$ cat src/rtl/multi_digit_display_generator.sv
// Multi-digit active-low 7-segment driver: serial shift-add-3 binary-to-BCD, then parallel digit encode.
// Optional macro LEADING_ZERO_BLANK_EN blanks zero digits above the most significant non-zero digit.
module multi_digit_display_generator #(
  parameter int BIN_WIDTH  = 8,
  parameter int NUM_DIGITS = 3
) (
  input  logic                      clock,
  input  logic                      reset,
  input  logic                      act_D,
  input  logic [BIN_WIDTH-1:0]      value,
  output logic                      busy,
  output logic                      done,
  output logic                      overflow,
  output logic [7*NUM_DIGITS-1:0]   disp_bus
);

  localparam int BCD_W = 4 * NUM_DIGITS;
  localparam int CNT_W = $clog2(BIN_WIDTH + 1);
  localparam int CMP_W = ((BIN_WIDTH > BCD_W) ? BIN_WIDTH : BCD_W) + 1;
  localparam logic [CMP_W-1:0] LIMIT = CMP_W'(10 ** NUM_DIGITS);
  localparam logic [6:0] SEG_BLANK = 7'b1111111;
  localparam logic [6:0] SEG_DASH  = 7'b0111111;

  typedef enum logic [1:0] {IDLE, CONV, UPDATE} state_t;

  state_t               state;
  logic [BIN_WIDTH-1:0] val_q;
  logic [BIN_WIDTH-1:0] bin_sr;
  logic [BCD_W-1:0]     bcd;
  logic [BCD_W-1:0]     bcd_adj;
  logic [CNT_W-1:0]     cnt;
  logic                 ovf;

  function automatic logic [BCD_W-1:0] add3(input logic [BCD_W-1:0] b);
    logic [BCD_W-1:0] r;
    r = b;
    for (int k = 0; k < NUM_DIGITS; k++) begin
      if (b[4*k +: 4] >= 4'd5) r[4*k +: 4] = b[4*k +: 4] + 4'd3;
    end
    return r;
  endfunction

  function automatic logic [6:0] seg7(input logic [3:0] d);
    case (d)
      4'd0:    seg7 = 7'b1000000;
      4'd1:    seg7 = 7'b1111001;
      4'd2:    seg7 = 7'b0100100;
      4'd3:    seg7 = 7'b0110000;
      4'd4:    seg7 = 7'b0011001;
      4'd5:    seg7 = 7'b0010010;
      4'd6:    seg7 = 7'b0000010;
      4'd7:    seg7 = 7'b1111000;
      4'd8:    seg7 = 7'b0000000;
      4'd9:    seg7 = 7'b0010000;
      default: seg7 = SEG_DASH;
    endcase
  endfunction

  // Walks digits from most significant down so leading-zero state is known per digit.
  function automatic logic [7*NUM_DIGITS-1:0] encode(input logic [BCD_W-1:0] b, input logic o);
    logic [7*NUM_DIGITS-1:0] r;
`ifdef LEADING_ZERO_BLANK_EN
    logic lead;
    lead = 1'b1;
`endif
    r = '1;
    for (int k = NUM_DIGITS - 1; k >= 0; k--) begin
      if (o) begin
        r[7*k +: 7] = SEG_DASH;
      end else begin
`ifdef LEADING_ZERO_BLANK_EN
        if (lead && (k != 0) && (b[4*k +: 4] == 4'd0)) begin
          r[7*k +: 7] = SEG_BLANK;
        end else begin
          lead        = 1'b0;
          r[7*k +: 7] = seg7(b[4*k +: 4]);
        end
`else
        r[7*k +: 7] = seg7(b[4*k +: 4]);
`endif
      end
    end
    return r;
  endfunction

  assign bcd_adj = add3(bcd);
  assign ovf     = (CMP_W'(val_q) >= LIMIT);

  always_ff @(posedge clock or posedge reset) begin
    if (reset) begin
      state    <= IDLE;
      busy     <= 1'b0;
      done     <= 1'b0;
      overflow <= 1'b0;
      disp_bus <= '1;
      val_q    <= '0;
      bin_sr   <= '0;
      bcd      <= '0;
      cnt      <= '0;
    end else begin
      done <= 1'b0;
      case (state)
        IDLE: begin
          if (act_D) begin
            val_q  <= value;
            bin_sr <= value;
            bcd    <= '0;
            cnt    <= CNT_W'(BIN_WIDTH);
            busy   <= 1'b1;
            state  <= CONV;
          end
        end
        CONV: begin
          {bcd, bin_sr} <= {bcd_adj[BCD_W-2:0], bin_sr, 1'b0};
          cnt           <= cnt - 1'b1;
          if (cnt == CNT_W'(1)) state <= UPDATE;
        end
        UPDATE: begin
          disp_bus <= encode(bcd, ovf);
          overflow <= ovf;
          done     <= 1'b1;
          busy     <= 1'b0;
          state    <= IDLE;
        end
        default: state <= IDLE;
      endcase
    end
  end

endmodule

$ cat config.mk
export PLATFORM = sky130hd
export DESIGN_NAME = multi_digit_display_generator
export DESIGN_NICKNAME = d
export VERILOG_FILES = /design/src/rtl/multi_digit_display_generator.sv
export SDC_FILE = /design/constraint.sdc
export NUM_CORES = 1
export LEC_CHECK = 0
export BUFFER_PORTS_ARGS = -buffer_cell sky130_fd_sc_hd__buf_2
export CORE_MARGIN = 2
export CORE_UTILIZATION = 45
export DETAILED_ROUTE_END_ITERATION = 10
export PLACE_DENSITY_LB_ADDON = 0.05
export SLEW_MARGIN = 20
export SYNTH_ARGS = -nofsm -noshare
export SYNTH_HDL_FRONTEND = slang
export SYNTH_SLANG_ARGS = --single-unit
$ cat constraint.sdc
create_clock -name clock -period 4.9 [get_ports clock]
set_clock_uncertainty 0.15 [all_clocks]
set_input_delay 0.245 -clock clock [delete_from_list [all_inputs] [get_ports clock]]
set_output_delay 0.245 -clock clock [all_outputs]
set_load 0.005 [all_outputs]
==> results.toml, run 1 <==
[status]
status = "completed"

[cts]
cts.sinks = 49
cts_tree = "yes"
root_buffer = "clkbuf_8"
cts.path.max_buffers = 2
cts-resized-gates = 0
clkTransAtPathRegs_ns = 0.09
htreeDepth = 2
cts_buffers = 5
clock_latency_ns = 0.30

[global_routing]
grt_use_total_pct = 15.9
grt_pass1_vias = 1935
grt_pass1_wl_um = 9030
antenna_found_initial = 0
grt_max_degree = 50
grt-ovfl-total = 0

[logic_synthesis]
syn_area_mm2 = 0.00280
async_flop_share_pct = 100
synth_area_leaders = "dfrtp_1 25%, dfstp_2 20%, ha_1 8.9%"
synth_top_area_share_pct = 25.0
ys_dominant_reg_cell = "dfrtp_1"
yosys.area.top_type = "dfrtp_1"
synth-edff-count = 0
synth_seq_cells = 49
synth_cells = 299
yosysSeqAreaShare_pct = 44.7
synth.distinct_cells = 37
syn_area_per_cell_um2 = 9.37
yosysWarnings = 0
yosys-top-cells-count = "47 x nand2_1, 33 x o21ai_0, 28 x dfrtp_1, 24 x a21oi_1, 21 x dfstp_2"
synth_fp_nets = 330
synth_most_common_cell = "nand2_1"

[detailed_routing]
ant_nets = 0
drt-total-wl_um = 5040
first_pass_iters = 4
via_per_inst = 5.03
vias = 2001
drcViolationCount = 0
drtIter0Drc = 68
routedWlPerCell_um = 12.7

[timing]
timing.fmax_mhz = 527
tightest_slew_ns = 0.834
tns_ns = 0
hold_viol = 0
final_max_slew_viol_count = 0
setup_viol = 0
period_share_pct = 38.7
rsz0062_at_grt = "no"
whs_ns = 0.0863
relSlewSlack_pct = 44.4
worst_slack_ns = 3.00
post-route-min-period_ns = 1.90

[placement]
routabilityCongestion = 0.723
numPortBuffers = 33
dpl.hpwl_um = 3390
dpl_worst_slack_ns = 3.03

[cells_and_area]
n_antenna_cell = 0
fillers = 582
area_delta_synth_final_pct = 8.09
drive_gt1_share_pct = 24.5
final_nets = 353

[power]
seqPwrFrac_pct = 41.6
power.total_uw = 1930
combPwrFrac_pct = 46.1
p_sw_share_pct = 41.8
vdd_ir_drop_max_mv = 0.386
clockPowerShare_pct = 12.3
power_density_mw_per_mm2 = 639
power_leakage_uw = 0.00139
p_sw_uw = 809
p_int_uw = 1130

[setup_path]
cp-end-kind = "flop"
cp_cell_sequence = "nor2b_1, a21oi_1, o21ai_1"
crit_start = "state[0]"
crit_path_max_incr_delay_ns = 0.78
regToRegStartpoint = "state[0]"
cp.required_ns = 4.99
critical-path-top-delay-family = "flip-flops"
cp.arrival_ns = 1.99
cp_max_fo = 20
critPathLaunchType = "flop"
cp_slowest_cell = "dfrtp_1"
cp.buffers_inverters = 0
critical_path_class = "reg2reg"

[floorplanning]
io_pins = 35
die_w_um = 82.9
start_util_pct = 47.0
die_h_um = 82.9
fp-row-count = 28
die_area_mm2 = 0.00687
fp.coreArea_mm2 = 0.00596

[flow_run]
cap_violations = 0

[min_path]
hold_class = "in2reg"
holdCritStartpoint = "value[6]"
[flip-flops by register name (all words and copies together), names as in the netlist]
register and count:
done 1, cnt 4, state 2, disp_bus 21
bin_sr 8, bcd 12, busy 1
[metal layers]
metal / part of all wire (%) / wire, µm / track usage (%)
met1: 49 / 2490 / 21.7
met2: 47 / 2360 / 25.3
met3: 2.1 / 107 / 2.68
met4: 1.8 / 92 / 6.26
met5: 0 / 0 / 0
[path summary, 6_finish.rpt]
| check | depth (start not counted) | end | slack [ns] |
|---|---|---|---|
| max in group asynchronous | 3 | bcd[2] | 3.63 |
| min in group asynchronous | 3 | bcd[3] | 0.46 |
| max | 3 | bcd[7] | 3.00 |
| min | 3 | bin_sr[6] | 0.09 |
| min reg2reg | 2 | disp_bus[12] | 0.31 |
| max reg2reg | 3 | bcd[7] | 3.00 |
[cell usage in the layout, fill, tap and decap left out, types with 3 or more instances in the layout]
master     n
dfrtp_1   28
a22o_1     4
nand2_1   47
a21oi_1   24
mux2i_1    5
dfstp_2   21
o31ai_2    3
inv_1     18
nand2b_4   3
ha_1      20
o21ai_1   16
nand2b_1   3
nor3b_1    7
o31ai_1    3
o21ai_0   33
a21oi_2    3
xnor2_1    3
clkbuf_8   5
clkinv_2   3
nor2_1    14
nor2b_1    5
buf_2     33
[tightest hold or removal path: stages]
cell,delay [ns]
buf_2,0.08
a22oi_1,0.05
o21ai_0,0.13
[cells by family (layout without fill, tap and decap cells)]
logic type      count (synthesis)  in the layout  synth area share [%]
compound gates                 97             97                  21.0
xor+xnor                        3              3                 0.939
fa+ha+maj                      20             20                  8.94
buf+inv                        39             63                  7.46
flops                          49             49                  44.7
mux                             7              7                  2.59
other cells                     1              1                 0.134
simple gates                   83             83                  14.2
[area by class of cell]
| cell class | instances | area (µm²) | share of cell area, % |
|---|---|---|---|
| Inverter | 20 | 76.3 | 2.52 |
| Sequential cell | 49 | 1250 | 41.4 |
| Multi-Input combinational cell | 211 | 1340 | 44.2 |
| Clock inverter | 2 | 10.0 | 0.331 |
| Clock buffer | 6 | 72.6 | 2.40 |
| Timing Repair Buffer | 35 | 183 | 6.04 |
| Tap cell | 75 | 93.8 | 3.10 |
[power by group through the flow]
stage | Clock [µW] | Sequential [µW] | Combinational, µW
CTS | 250 | 809 | 909
finish | 237 | 805 | 893
global route | 263 | 844 | 1030
detailed placement | 0 | 816 | 904
floorplan | 0 | 721 | 808
global placement | 0 | 810 | 894
[through the flow]
step | area [µm²] | utilization (%) | instances
finish | 3030 | 50.8 | 398
global route | 3030 | 50.8 | 398
CTS | 3020 | 50.6 | 397
detailed placement | 2930 | 49.2 | 389
global placement | 2930 | 49.2 | 389
floorplan | 2800 | - | 299
[repair_timing]
item / 4_1_cts / 5_1_grt
setup buffers: 0 / 0
endpoints found under the hold margin: 0 / 8
hold buffers: 0 / 1
No activity file was read; power rests on OpenSTA's default activity.
==> inputs of run 2 (changes only) <==
- clock period: 4.9 -> 1.9 ns (I/O delays scaled with it)
==> run 2 against run 1 <==
Against the previous run: clock-buffer cell count did not move; flip-flop and latch count did not move; hold slack got worse by 0.034 ns; critical path type unchanged; die area did not move; critical endpoint is now bcd[2].
==> results.toml, run 2 (synthesis gave the netlist of run 1 again) <==
[power]
vdd_ir_drop_max_mv = 0.628
power_leakage_uw = 0.00144
power_density_mw_per_mm2 = 1630

[cells_and_area]
area_delta_synth_final_pct = 11.6
reg_top3 = "disp_bus: 21 flops, bcd: 12 flops, bin_sr: 8 flops"
drive_gt1_share_pct = 26.2
final_nets = 362
n_antenna_cell = 0
largest-register = "disp_bus"
final_cells = 407
final_area_mm2 = 0.00312
final_cell_mix = "47 x nand2_1, 33 x o21ai_0, 33 x buf_2"
largest_reg_flops = 21
final_common_cell = "nand2_1"
fin_util_pct = 52.5

[floorplanning]
start_util_pct = 47.0
die_w_um = 82.9
die_area_mm2 = 0.00687
die_h_um = 82.9
fp-row-count = 28
io_pins = 35
fp.coreArea_mm2 = 0.00596

[setup_path]
critical_path_class = "reg2reg"
cp_cell_sequence = "inv_1, ha_1, nand2b_1, a21oi_2, mux2i_1, a22o_1"
cp.arrival_ns = 1.84
cp.required_ns = 1.99
cp-end-kind = "flop"
cp_slowest_cell = "dfrtp_1"
critical-path-top-delay-family = "flip-flops"
crit_path_max_incr_delay_ns = 0.48
cp.buffers_inverters = 1
critPathLaunchType = "flop"
cp_max_fo = 7

[timing]
relSlewSlack_pct = 55.9
rsz0062_at_grt = "no"
whs_ns = 0.0523
tightest_slew_ns = 0.660
hold_viol = 0
setup_viol = 0
post-route-min-period_ns = 1.75
timing.fmax_mhz = 573
tns_ns = 0
period_share_pct = 91.8
final_max_slew_viol_count = 0

[detailed_routing]
vias = 2028
ant_nets = 0
drcViolationCount = 0
drtIter0Drc = 59
via_per_inst = 4.98
drt-total-wl_um = 5000
first_pass_iters = 4
routedWlPerCell_um = 12.3

[global_routing]
grt_pass1_wl_um = 9130
grt_use_total_pct = 16.0
use_met3_pct = 3.28
grtUsageMet1_pct = 20.7
grt-ovfl-total = 0
gr-max-usage-layer = "met2"
grt_util_met2_pct = 26.5
grt_max_degree = 50
grt_pass1_vias = 2046
antenna_found_initial = 0

[cts]
clock_latency_ns = 0.31
root_buffer = "clkbuf_8"
cts_buffers = 5
cts.sinks = 49
cts_setup_buffers = 0
htreeDepth = 2
clkTransAtPathRegs_ns = 0.08
cts_tree = "yes"
cts.path.max_buffers = 2

[placement]
placed_area_mm2 = 0.00300
dpl.hpwl_um = 3550
routabilityCongestion = 0.749
numPortBuffers = 33
place_inst = 396

[status]
status = "completed"

[flow_run]
cap_violations = 0

[min_path]
hold_class = "in2reg"
==> run 2: timing repair <==
item	in CTS	in global routing
hold buffers	3	0
hold endpoints to repair	51	0
gates resized for setup	0	0
==> run 2: power by group <==
part           total, µW  internal [µW]  switching [µW]
clock network        652            296             356
logic               2460           1150            1310
registers           1990           1560             434
total               5100           3000            2100
==> run 2: through the flow <==
stage | setup WS (ns) | total power (µW)
after floorplan | 0.318 | 3940
final | 0.155 | 5100
after detailed placement | 0.158 | 4510
after global routing | 0.00597 | 5660
after CTS | 0.140 | 5180
after global placement | 0.177 | 4480
==> run 2: area by class of cell <==
type,instances,area (µm²)
fillers,572,2830
multi-input cells,211,1340
flip-flops and latches,49,1250
repair buffers,44,268
well taps,75,93.8
clock buffers,6,82.6
inverters,20,75.1
clock inverters,2,13.8
==> run 2: final timing paths <==
kind                       cells after the start         start           end  slack, ns
min                                            4         act_D        cnt[0]       0.05
max reg2reg                                    6        bcd[1]        bcd[2]       0.15
max                                            6        bcd[1]        bcd[2]       0.15
min reg2reg                                    2  disp_bus[18]  disp_bus[18]       0.31
max in group asynchronous                      4         reset   disp_bus[0]       1.10
min in group asynchronous                      4         reset        cnt[3]       0.21
==> run 2: worst register-to-register path: stages, from the launching register on <==
cell	delay [ns]
dfrtp_1	0.48
inv_1	0.15
ha_1	0.21
nand2b_1	0.17
a21oi_2	0.20
mux2i_1	0.20
a22o_1	0.13
==> run 2: metal layers <==
| layer | up-vias | share of wire [%] |
|---|---|---|
| li1 | 1066 | - |
| met1 | 928 | 50 |
| met2 | 27 | 46 |
| met3 | 7 | 2.9 |
| met4 | 0 | 1.6 |
| met5 | - | 0 |
==> inputs of run 3 (changes only) <==
- RECOVER_POWER: unset -> 50
- SLEW_MARGIN: 20 -> unset
==> run 3 against run 2 <==
Against the previous run: register-to-register slack barely moved; combinational power barely moved; final cell count did not move; via count barely moved; sequential share of layout area rose by 0.21 points; global-route usage did not move; critical endpoint unchanged; sequential power barely moved; flip-flop and latch count did not move; first-iteration DRC count did not move; utilization fell by 0.27 points.
==> results.toml, run 3 (synthesis gave the netlist of run 1 again) <==
[status]
status = "completed"

[min_path]
holdCritStartpoint = "act_D"
hold_class = "in2reg"
min_path_cells = 4

[detailed_routing]
drcViolationCount = 0
routedWlPerCell_um = 12.3
route.met3.wl_um = 146
dr_wl_met2_um = 2290
drtIter0Drc = 59
ant_nets = 0
via_per_inst = 4.99
vias = 2029
top_layer = "met4"
first_pass_iters = 4
drt-total-wl_um = 5010
drt-met1-wl_um = 2490

[cells_and_area]
largest-register = "disp_bus"
final_common_cell = "nand2_1"
reg_top3 = "disp_bus: 21 flops, bcd: 12 flops, bin_sr: 8 flops"
final_nets = 362
drive_gt1_share_pct = 25.6
n_antenna_cell = 0
final_cell_mix = "47 x nand2_1, 33 x o21ai_0, 32 x buf_2"
area_delta_synth_final_pct = 11.0
fin_util_pct = 52.2
final_cells = 407
largest_reg_flops = 21

[floorplanning]
die_w_um = 82.9
fp.coreArea_mm2 = 0.00596
io_pins = 35
die_h_um = 82.9
die_area_mm2 = 0.00687
fp-row-count = 28
start_util_pct = 47.0

[placement]
place_inst = 396
routabilityCongestion = 0.749
dpl.hpwl_um = 3550
numPortBuffers = 33

[cts]
clock_latency_ns = 0.31
cts.sinks = 49
cts_setup_buffers = 0
cts.path.max_buffers = 2
clkTransAtPathRegs_ns = 0.08
cts_buffers = 5
cts_tree = "yes"
root_buffer = "clkbuf_8"
htreeDepth = 2

[setup_path]
critical_path_class = "reg2reg"
cp-end-kind = "flop"
crit_start = "bcd[1]"
critPathLaunchType = "flop"
cp.arrival_ns = 1.84
cp.required_ns = 1.99
regToRegStartpoint = "bcd[1]"
cp_max_fo = 7
reg2reg_depth = 6

[global_routing]
grt_pass1_wl_um = 9130
grt_max_degree = 50
grt_pass1_vias = 2046
grt-ovfl-total = 0
grt_use_total_pct = 16.0
antenna_found_initial = 0

[timing]
final_max_slew_viol_count = 0
relSlewSlack_pct = 22.0
setup_viol = 0
period_share_pct = 91.8
tns_ns = 0
post-route-min-period_ns = 1.75
timing.fmax_mhz = 573
tightest_slew_ns = 1.17
rsz0062_at_grt = "no"
hold_viol = 0

[power]
power.total_uw = 5100
power_density_mw_per_mm2 = 1640
power_leakage_uw = 0.00143
vdd_ir_drop_max_mv = 0.628

[flow_run]
cap_violations = 0
[run 3: changes by cell type in the layout (fill, tap and decap cells not counted), sizes merged]
| cell | previous run | this run |
|---|---|---|
| buf | 41 | 39 |
| clkbuf | 6 | 8 |
[run 3: per-stage QoR]
stage	instance area [µm²]	setup slack, ns	hold WS [ns]
CTS	3120	0.140	0.0375
floorplan	2800	0.318	0.146
detailed placement	3000	0.158	0.00914
global placement	3000	0.177	0.00887
finish	3110	0.155	0.0522
global route	3110	0.00597	0.0680
[run 3: layer usage]
metal / track usage (%) / vias to the layer above
li1: - / 1066
met1: 20.7 / 929
met2: 26.5 / 27
met3: 3.28 / 7
met4: 5.37 / 0
met5: 0 / -
[run 3: worst max-delay path, cell delays in order, from the launching register on]
cell and delay (ns):
dfrtp_1 0.48, inv_1 0.15, ha_1 0.21, nand2b_1 0.17, a21oi_2 0.20, mux2i_1 0.20
a22o_1 0.13
[run 3: final timing paths]
check                                to  slack, ns
max                              bcd[2]       0.15
min                              cnt[0]       0.05
max reg2reg                      bcd[2]       0.15
min reg2reg                disp_bus[18]       0.31
max in group asynchronous       bcd[11]       0.32
min in group asynchronous        bcd[3]       0.56
[run 3: layout make-up]
class / instances / area (µm²)
Tap cell: 75 / 93.8
Sequential cell: 49 / 1250
Inverter: 20 / 75.1
Clock buffer: 6 / 82.6
Multi-Input combinational cell: 211 / 1340
Clock inverter: 2 / 13.8
Timing Repair Buffer: 44 / 251
Fill cell: 575 / 2850
[run 3: repair_timing]
item / CTS / global route
endpoints found under the hold margin: 51 / 0
resized for setup: 0 / 0
setup endpoints to repair: 0 / 0
hold buffers: 3 / 0
[run 3: where the power goes]
group          total (µW)  internal [µW]  switching, µW  leakage, µW
logic                2450           1140           1310     0.000814
registers            1990           1560            434     0.000567
clock network         652            296            356    0.0000512
